`src/rtl/apb_reg_slave.sv`:
```
// APB completer: NUM_REGS read/write registers plus read-only write/read/error
// transfer counters, with fixed two-phase timing (no PREADY/PSLVERR).
module apb_reg_slave #(
   parameter int                    ADDR_WIDTH = 32,
   parameter int                    DATA_WIDTH = 32,
   parameter int                    NUM_REGS   = 4,
   parameter logic [ADDR_WIDTH-1:0] BASE_ADDR  = '0
) (
   input  logic                           apbClk,
   input  logic                           rst,
   input  logic                           PSEL,
   input  logic                           PENABLE,
   input  logic                           PWRITE,
   input  logic [ADDR_WIDTH-1:0]          PADDR,
   input  logic [DATA_WIDTH-1:0]          PWDATA,
   output logic [DATA_WIDTH-1:0]          PRDATA,
   output logic [NUM_REGS*DATA_WIDTH-1:0] reg_q,
   output logic [NUM_REGS-1:0]            wr_strobe
);

   // state  | meaning
   // IDLE   | no transfer in progress
   // SETUP  | address/direction/data latched, waiting for PENABLE
   // ACCESS | transfer committed, master may hold the access phase
   typedef enum logic [1:0] {
      IDLE   = 2'd0,
      SETUP  = 2'd1,
      ACCESS = 2'd2
   } state_t;

   state_t                               state, state_nxt;
   logic [ADDR_WIDTH-1:0]                addr_q;
   logic                                 write_q;
   logic [DATA_WIDTH-1:0]                wdata_q;
   logic [NUM_REGS-1:0][DATA_WIDTH-1:0]  regs;
   logic [DATA_WIDTH-1:0]                wr_cnt, rd_cnt, err_cnt;

   logic                                 latch_en, commit, idle_err;
   logic [ADDR_WIDTH-1:0]                off, idx;
   logic                                 aligned;
   logic [NUM_REGS-1:0]                  rw_hit;
   logic                                 sel_wc, sel_rc, sel_ec, mapped;
   logic [DATA_WIDTH-1:0]                rd_val;
   logic                                 wr_evt, rd_evt, err_evt;

   assign reg_q = regs;

   always_comb begin
      state_nxt = state;
      commit    = 1'b0;
      idle_err  = 1'b0;
      latch_en  = PSEL & ~PENABLE;
      case (state)
         IDLE: begin
            if (PSEL && !PENABLE)      state_nxt = SETUP;
            else if (PSEL && PENABLE)  idle_err  = 1'b1;
         end
         SETUP: begin
            if (!PSEL)                 state_nxt = IDLE;
            else if (PENABLE) begin
               state_nxt = ACCESS;
               commit    = 1'b1;
            end
            else                       state_nxt = SETUP;
         end
         ACCESS: begin
            if (!PSEL)                 state_nxt = IDLE;
            else if (!PENABLE)         state_nxt = SETUP;
         end
         default:                      state_nxt = IDLE;
      endcase
   end

   // Decode always works on the latched setup-phase address, never the live bus.
   always_comb begin
      off     = addr_q - BASE_ADDR;
      idx     = off >> 2;
      aligned = (off[1:0] == 2'b00);
      for (int i = 0; i < NUM_REGS; i++)
         rw_hit[i] = aligned && (idx == ADDR_WIDTH'(i));
      sel_wc = aligned && (idx == ADDR_WIDTH'(NUM_REGS));
      sel_rc = aligned && (idx == ADDR_WIDTH'(NUM_REGS + 1));
      sel_ec = aligned && (idx == ADDR_WIDTH'(NUM_REGS + 2));
      mapped = (|rw_hit) | sel_wc | sel_rc | sel_ec;
      rd_val = '0;
      for (int i = 0; i < NUM_REGS; i++)
         if (rw_hit[i]) rd_val = regs[i];
      if (sel_wc) rd_val = wr_cnt;
      if (sel_rc) rd_val = rd_cnt;
      if (sel_ec) rd_val = err_cnt;
      wr_evt  = commit & write_q & (|rw_hit);
      rd_evt  = commit & ~write_q & mapped;
      err_evt = idle_err | (commit & (write_q ? ~(|rw_hit) : ~mapped));
   end

   always_ff @(posedge apbClk or posedge rst) begin
      if (rst) begin
         state     <= IDLE;
         addr_q    <= '0;
         write_q   <= 1'b0;
         wdata_q   <= '0;
         regs      <= '0;
         wr_strobe <= '0;
         PRDATA    <= '0;
         wr_cnt    <= '0;
         rd_cnt    <= '0;
         err_cnt   <= '0;
      end
      else begin
         state <= state_nxt;
         if (latch_en) begin
            addr_q  <= PADDR;
            write_q <= PWRITE;
            wdata_q <= PWDATA;
         end
         wr_strobe <= wr_evt ? rw_hit : '0;
         for (int i = 0; i < NUM_REGS; i++)
            if (wr_evt && rw_hit[i]) regs[i] <= wdata_q;
         // Unmapped reads land here too; rd_val is zero for them.
         if (commit && !write_q) PRDATA <= rd_val;
         if (wr_evt)  wr_cnt  <= wr_cnt + 1'b1;
         if (rd_evt)  rd_cnt  <= rd_cnt + 1'b1;
         if (err_evt) err_cnt <= err_cnt + 1'b1;
      end
   end

endmodule

```
`config.mk`:
```
export PLATFORM = sky130hd
export DESIGN_NAME = apb_reg_slave
export DESIGN_NICKNAME = d
export VERILOG_FILES = /design/src/rtl/apb_reg_slave.sv
export SDC_FILE = /design/constraint.sdc
export NUM_CORES = 1
export LEC_CHECK = 0
export BUFFER_PORTS_ARGS = -buffer_cell sky130_fd_sc_hd__buf_2
export CORE_UTILIZATION = 34
export DETAILED_ROUTE_END_ITERATION = 10
export SETUP_SLACK_MARGIN = 0.5
export SYNTH_ARGS = -nofsm -noshare
export SYNTH_HDL_FRONTEND = slang
export SYNTH_SLANG_ARGS = --single-unit
```
`constraint.sdc`:
```
create_clock -name apbClk -period 22.7 [get_ports apbClk]
set_input_delay 4.54 -clock apbClk [delete_from_list [all_inputs] [get_ports apbClk]]
set_output_delay 4.54 -clock apbClk [all_outputs]
set_load 0.03 [all_outputs]
```
Word level (Yosys, flattened, before mapping)
Index checks and enable logic that the tools add are counted.
{"block": "op_classes", "addsub": 3, "n_eq_ne": 10, "muxes": 21, "n_bitwise": 14, "reduce_logical": 21}
{"cell": "$mux 32", "n": 7}
{"cell": "$add 32x1->32 const B", "n": 3}
{"cell": "$eq 30x3->1 const B", "n": 3}
{"cell": "$eq 30x2->1 const B", "n": 2}
{"cell": "$logic_not 32->1", "n": 1}
{"cell": "$eq 30x1->1 const B", "n": 1}
{"cell": "$logic_and 1x1->1", "n": 14}
{"cell": "$mux 2", "n": 5}
{"cell": "$mux 1", "n": 7}
{"cell": "$and 1x1->1", "n": 6}
{"cell": "$pmux 2 s3", "n": 1}
{"cell": "$logic_not 2->1", "n": 2}
{"cell": "$mux 4", "n": 1}
{"cell": "$not 1->1", "n": 4}
{"cell": "$or 1x1->1", "n": 4}
{"cell": "$reduce_or 4->1", "n": 1}
{"cell": "$ne 3x3->1 const B", "n": 1}
{"cell": "$eq 2x1->1 const B", "n": 1}
{"cell": "$eq 2x2->1 const B", "n": 1}
{"cell": "$logic_not 1->1", "n": 2}
{"cell": "$ne 2x2->1 const B", "n": 1}
{"cell": "$reduce_and 2->1", "n": 1}
{"block": "word_totals", "ff_bits": 327}

Depth between registers and ports, before layout
Gate-level depths: netlist of the first run.
{"block": "depth", "ltp_word": 10, "mapped_depth": 9, "ltp_nobuf": 6}

Least setup slack after synthesis of the first run
OpenSTA, ideal clock, no wires.
{"block": "synth_timing", "kind": "input port to flip-flop", "from": "in PENABLE", "to": "reg regs (netlist bit reg_q[0])", "t_arrival_ps": 6295, "required_time_ps": 22575, "path_slack_ps": 16280, "cell_stages": 8, "path_buffers": 3, "cell_sequence": "nand4b_1 or4_1 buf_6 nor3_4 and2_1 buf_6 buf_12 mux2_4"}
{"block": "synth_between", "elab_chain_cells": 6}
{"element": "from (decl)", "line": "12", "text": "input logic PENABLE,"}
{"element": "$mux 1", "line": "60", "text": "else if (PENABLE) begin"}
{"element": "$mux 1", "line": "59", "text": "if (!PSEL) state_nxt = IDLE;"}
{"element": "$mux 1", "line": "53", "text": "case (state)"}
{"element": "$and 1x1->1 (2 in a row)", "line": "91", "text": "wr_evt = commit & write_q & (|rw_hit);"}
{"element": "$logic_and 1x1->1", "line": "118", "text": "if (wr_evt && rw_hit[i]) regs[i] <= wdata_q;"}
{"element": "to (signal, indexed assignment)", "line": "118"}
{"element": "to (decl)", "line": "35", "text": "logic [NUM_REGS-1:0][DATA_WIDTH-1:0] regs;"}
No other way between the ends.
A chain may end at the register's enable or synchronous reset.

Worst setup path in the final report of the first run
{"block": "layout_timing", "from": "in PENABLE", "to": "reg regs (netlist bit reg_q[31])"}
Same word-level chain as after synthesis.

==> summary.txt, run 1 <==
Timing
  – Final period util: 31.84%
  – Final Hold Viols: 0
  – Worst Skew: about 18 ps
  – Crit path time final: 7227 ps
  – Final setup viols: 0
  – Maximum clock rate: 0.1384 GHz
  – Final Slew Violations: 0
  – Relative slew slack: between 20% and 30%
  – Hold slack: 475.4 ps
  – RSZ-0062 raised after global routing: false
  – Worst-Margin Slew: 1076 ps
  – Setup_tns: 0 ps
  – Final worst slack: 15470 ps

Worst setup path
  – CP Capture Type: register
  – Maximum fanout along the worst path: 20
  – Worst Setup Path Type: primary input to register
  – CP arrival: 7660 ps
  – Reg2reg end: reg_q[31]
  – Required @ worst endpoint: 23130 ps
  – R2R Path Start: addr_q[14]
  – R2r setup slk: ~19000 ps
  – R2R depth: 6
  – Critical path launch point type: primary input

Yosys
  – Top cell type's share of synthesized area: 53.87%
  – Main combinational cell family by area after synthesis: multiplexers
  – Sequential area share after synthesis: 53.87%
  – Ys async rst share: 100.0%
  – Post-synth top flop: dfrtp_1
  – Synthesized cell area: 15190 µm²
  – Post-Synth XOR/XNOR Area: 5.420%
  – YS warnings: 0
  – Count leader, synth: dfrtp_1
  – Synth Instances: 1156
  – Mean area per synthesized cell: 13.14 µm²
  – Mux contribution to synthesized area: ~22%
  – Post-synth EDFFs: 0
  – Synth area leader: dfrtp_1
  – Commonest cells post-synth: dfrtp_1 (327), mux2_2 (148), nor2_1 (73), mux2_4 (60), xor2_1 (58)
  – Post-Synth Adder-Cell Area: 0.2471%
  – Ranking of synthesized cells by area: dfrtp_1 (54%), mux2_2 (11%), mux2_4 (5.9%), mux4_2 (4.7%), xor2_1 (3.3%)
  – Synthesis-stage register bit count: 327
  – Post-synthesis simple-gate area fraction: 10.89%
  – Netlist cell types: 52
  – Compound-Gate Fraction of Synth Area: 4.538%
  – Net Count, Synth: 1228

Clock network
  – Postcts setup bufs: 0
  – TritonCTS Buffers: 37
  – Clock sink total: roughly 330
  – Root Buffer: clkbuf_16
  – Skew-Pair Late Insertion Delay: approximately 550 ps
  – Hold buffers post-CTS: 0
  – TritonCTS clock tree: yes
  – Htree depth: 2
  – CTS max path bufs: 3
  – Worst-path clk slew: 60 ps
  – Post-cts gate resize count: 0

Placed design
  – # port buffers: around 230
  – GP Congestion: 0.8503
  – Post-DP Area: 16850 µm²
  – HPWL Detailed: 29190 µm
  – Placed Cells: roughly 1900
  – DP Worst Slack: 14960 ps

Route
  – Routed WL: 42550 µm
  – ANT nets after route: 0
  – Via density: 5.186
  – DR vias: 10360
  – DRC: 0
  – Pre-Repair DR Iteration Count: 4
  – Initial drt markers: between 500 and 600
  – WL per Instance: 21.30 µm

Finish
  – Layout area overhead: 19.98%
  – Fraction of layout cells with a size suffix above 1: 40.46%
  – Fillers: 4226
  – Final core occ: 41.31%
  – Final net count: 1447
  – Final Cell Area: ~18000 µm²
  – Non-filler instance count after layout: 1998

Global route
  – Largest net degree at the start of global routing: 120
  – Initial antenna violation count: 4
  – Overflow after GRT: 0
  – Global-route wire length before repair: roughly 64000 µm
  – Vias in the first global route: 10250
  – GR Util All Layers: 18.90%

Hold path
  – Worst hold-check path type: register to register
  – Hold Path Depth: 2
  – Worst Hold Path EP: PRDATA[18]
  – Worst Hold Launch: PRDATA[18]

Floorplan
  – Die X: 213.4 µm
  – Die H: ~210 µm
  – I/O Pins: 233
  – Die area: 45530 µm²
  – Row cnt: 77
  – Core ar.: ~44000 µm²
  – Initial Util: 34.43%

Status
  – Status: finished, final reports clean

Pwr
  – Total Power: between 1 and 1.5 mW
  – VDD IR-drop max: around 0.053 mV
  – Leakage: 8.869 nW
  – Power per cell area: approximately 79 nW/µm²

Flow run
  – # Max-Cap Violations: 0
worst max path at each step:
stage             from        end  slack, ps  depth (start not counted)
2_1_floorplan      rst  PRDATA[0]       9110                          1
3_5_place_dp   PENABLE  reg_q[31]      14960                          7
3_3_place_gp   PENABLE  reg_q[31]      15070                          7
5_1_grt        PENABLE  reg_q[31]      15390                          7
4_1_cts        PENABLE  reg_q[31]      15550                          7
6_report       PENABLE  reg_q[31]      15470                          7
registers in the layout (all words and copies together), names as in the netlist, 2 cells and up:
name and flops:
wdata_q 32, PRDATA 32, wr_strobe 4, wr_cnt 32
addr_q 32, err_cnt 32, rd_cnt 32, state 2
reg_q 128
cell usage in the layout (no fill, tap or decap), types with 3 or more instances in the layout:
| master | n |
|---|---|
| xor2_1 | 58 |
| mux4_2 | 32 |
| nand2_1 | 57 |
| clkbuf_8 | 8 |
| buf_2 | 232 |
| nand2b_1 | 3 |
| dfrtp_1 | 325 |
| xnor2_1 | 36 |
| nor3b_1 | 6 |
| buf_4 | 17 |
| clkbuf_16 | 39 |
| nand3_1 | 29 |
| clkbuf_1 | 7 |
| o21ai_0 | 5 |
| nand4_1 | 27 |
| ha_1 | 3 |
| nor3_1 | 37 |
| mux2i_1 | 3 |
| nor4_1 | 21 |
| clkinv_2 | 4 |
| nor4_4 | 5 |
| mux2_1 | 3 |
| bufinv_16 | 7 |
| mux2_2 | 148 |
| nor2_1 | 73 |
| o22ai_1 | 26 |
| or4b_2 | 3 |
| and4_1 | 12 |
| nor4b_1 | 4 |
| o2bb2ai_1 | 16 |
| mux2_4 | 60 |
| a22oi_1 | 30 |
| inv_1 | 12 |
| a21oi_1 | 13 |
| and3_1 | 9 |
critical path, cell delays in order:
cell	delay [ps]
buf_2	160
nand4b_1	350
or4_1	830
nor3_4	290
and2_2	600
buf_4	480
mux2_2	380
layer usage:
layer / part of all wire (%) / GRT usage (%) / up-vias
met3: 6.2 / 4.804 / 59
li1: - / - / 4672
met1: 46 / 27.16 / 5348
met2: 45 / 28.09 / 278
met4: 2.4 / 5.394 / 4
met5: 0.063 / 0 / -
report_power, final:
part | internal (mW) | total, mW | switching (mW) | leakage [nW]
Clock | 0.421 | 0.671 | 0.250 | 0.670
Sequential | 0.612 | 0.646 | 0.0337 | 4.34
Combinational | 0.0519 | 0.129 | 0.0766 | 3.86
Total | 1.08 | 1.45 | 0.361 | 8.87
cells by family (layout without fill, tap and decap cells):
| kind of cell | after synthesis | in the layout |
|---|---|---|
| AND/OR/NAND/NOR | 305 | 305 |
| AO/OA/AOI/OAI | 99 | 99 |
| adder cells (fa/ha/maj) | 3 | 3 |
| XOR/XNOR | 94 | 94 |
| buffers and inverters | 82 | 330 |
| multiplexers | 246 | 246 |
| flip-flops | 327 | 327 |
| other | 0 | 2 |
area by class of cell:
| class | count | area, µm² | share of cell area [%] |
|---|---|---|---|
| inverters | 13 | 56.30 | 0.3089 |
| well taps | 592 | 740.7 | 4.064 |
| repair buffers | 249 | 1289 | 7.071 |
| flip-flops and latches | 327 | 8188 | 44.92 |
| clock inverters | 14 | 255.2 | 1.400 |
| clock buffers | 54 | 1112 | 6.103 |
| multi-input cells | 747 | 6580 | 36.10 |
| diodes | 2 | 5.005 | 0.02746 |
No activity file was read; power rests on OpenSTA's default activity.
==> inputs of run 2 (changes only) <==
==> constraint.sdc (replaced) <==
create_clock -name apbClk -period 6 [get_ports apbClk]
set_input_delay 1.2 -clock apbClk [delete_from_list [all_inputs] [get_ports apbClk]]
set_output_delay 1.2 -clock apbClk [all_outputs]
set_load 0.03 [all_outputs]
==> run 2 against run 1 <==
Against the previous run:
- hold slack gained 6.6 ps
- non-clock buffer count shrank 1
- sequential share of layout area grew 0.24 points
- sequential power grew to 3.8 times the previous value
- design area shrank 0.53%
- clock-buffer cell count grew 3
- register-to-register slack lost 17000 ps
- flip-flop and latch count is the same
==> summary.txt, run 2 (synthesis results as in run 1) <==
Route
  – Initial drt markers: 578
  – DR vias: about 10000
  – Routed WL: between 40000 and 50000 µm
  – Pre-Repair DR Iteration Count: 5
  – DRC: 0
  – WL per Instance: between 20 and 25 µm
  – Via density: slightly above 5
  – ANT nets after route: 0

Finish
  – Most frequent cells in the layout: dfrtp_1 (325), buf_2 (232), mux2_2 (148), nor2_1 (73), mux2_4 (60)
  – Final Cell Area: ~18000 µm²
  – Fraction of layout cells with a size suffix above 1: between 40% and 50%
  – Layout area overhead: 19.35%
  – Max FFs per register: 128
  – Final net count: 1447
  – Fillers: 4276
  – Commonest non-fill, non-tap cell in the layout: dfrtp_1

Timing
  – Worst Skew: roughly 20 ps
  – Final Slew Violations: 0
  – Crit path time final: between 3000 and 4000 ps
  – Relative slew slack: 22.96%
  – RSZ-0062 raised after global routing: false
  – Final period util: 64.28%
  – Setup_tns: 0 ps
  – Final setup viols: 0
  – Final Hold Viols: 0
  – Maximum clock rate: 0.2593 GHz
  – Worst-Margin Slew: 1156 ps

Pwr
  – Leakage: 8.821 nW
  – Internal Power: about 3.9 mW
  – VDD IR-drop max: 0.1796 mV
  – Sequential Power Share: 46.6%
  – Clock share of power: 44.3%
  – Switch share: 25.59%
  – Total Power: 5.255 mW
  – Comb pwr share: 9.2%
  – Power per cell area: 289.8 nW/µm²
  – Net switching power: ~1.3 mW

Floorplan
  – Row cnt: 77
  – Initial Util: 34.43%
  – I/O Pins: 233
  – Die H: 213.4 µm
  – Die area: ~46000 µm²
  – Die X: 213.4 µm
  – Core ar.: ~44000 µm²

Global route
  – Vias in the first global route: ~10000
  – Global-route wire length before repair: 64910 µm
  – Initial antenna violation count: 4
  – Met3 usage: 4.438%
  – Met2 Track Usage GR: between 20% and 30%
  – Most used routing layer: met2
  – GR Util All Layers: 18.92%
  – Largest net degree at the start of global routing: 182
  – Met1 usage: 27.38%
  – Overflow after GRT: 0

Clock network
  – Skew-Pair Late Insertion Delay: 550 ps
  – Root Buffer: clkbuf_16
  – Post-cts gate resize count: 0
  – Htree depth: 2
  – Worst-path clk slew: 60 ps
  – CTS max path bufs: 3
  – Postcts setup bufs: 0
  – TritonCTS clock tree: yes
  – TritonCTS Buffers: 38
  – Hold buffers post-CTS: 0
  – Clock sink total: ~330

Worst setup path
  – Max incr delay on CP: between 800 and 900 ps
  – Crit-path slowest cell: or4_1
  – CP Capture Type: register
  – Worst Setup Path Type: primary input to register
  – Critical path launch point type: primary input
  – Required @ worst endpoint: 6430 ps
  – Critical path's top delay family: simple AND/OR/NAND/NOR gates
  – Maximum fanout along the worst path: 22
  – R2r setup slk: 2190 ps
  – Cells along the critical path: buf_2 > nand4b_1 > or4_1 > nor3_4 > and2_2 > buf_4 > mux2_4
  – CP arrival: 4290 ps
  – CP Buf/Inv Count: 2

Flow run
  – # Max-Cap Violations: 0

Placed design
  – Post-DP Area: 16870 µm²
  – GP Congestion: 0.8618
  – # port buffers: 232
  – HPWL Detailed: between 20000 and 30000 µm

Hold path
  – Worst hold-check path type: register to register

Status
  – Status: finished, final reports clean
## run 2: final timing paths
kind	from	end	depth (start not counted)
worst max-delay path	PENABLE	reg_q[8]	7
worst min-delay path	rd_cnt[31]	rd_cnt[31]	1
worst max register to register	addr_q[7]	reg_q[8]	6
worst min register to register	rd_cnt[31]	rd_cnt[31]	1
max in group asynchronous	rst	reg_q[45]	3
min in group asynchronous	rst	addr_q[19]	2
## run 2: area by class of cell
type                       instances  area [µm²]  area share [%]
inverter                          13       52.55          0.2899
timing repair buffer             248        1306           7.205
sequential                       327        8188           45.16
clock buffer                      57        1176           6.487
tap                              592       740.7           4.086
clock inverter                    10       81.33          0.4486
multi-input combinational        747        6580           36.29
antenna                            2       5.005         0.02761
## run 2: metrics by stage
step                util, %  cells  hold slack [ps]  setup WS [ps]
CTS                   41.08   1994            478.4           2107
global placement      38.23   1927            459.1           1612
global route          41.09   1996            494.9           1969
finish                41.09   1996            482.0           2143
detailed placement    38.23   1927            464.2           1560
floorplan                 -   1156            441.0          435.3
## run 2: per-layer routing
metal	share of wire, %	wire, µm	vias to the layer above
li1	-	-	4670
met1	47	19910	5381
met2	45	19000	280
met3	6.6	2818	44
met4	1.7	718	2
met5	0.031	13	-
## run 2: worst register-to-register path: cells and delay by family, from the launching register on
family | cells | cell delay [ps]
buffers and inverters | 1 | 390
multiplexers | 1 | 330
flip-flops | 1 | 370
AND/OR/NAND/NOR | 4 | 2610
## run 2: power by group through the flow
stage	Sequential, mW	Combinational (mW)	Clock, mW
global placement	2.48	0.480	0
global route	2.47	0.528	2.48
finish	2.45	0.481	2.33
detailed placement	2.49	0.489	0
CTS	2.45	0.491	2.38
floorplan	2.48	0.300	0
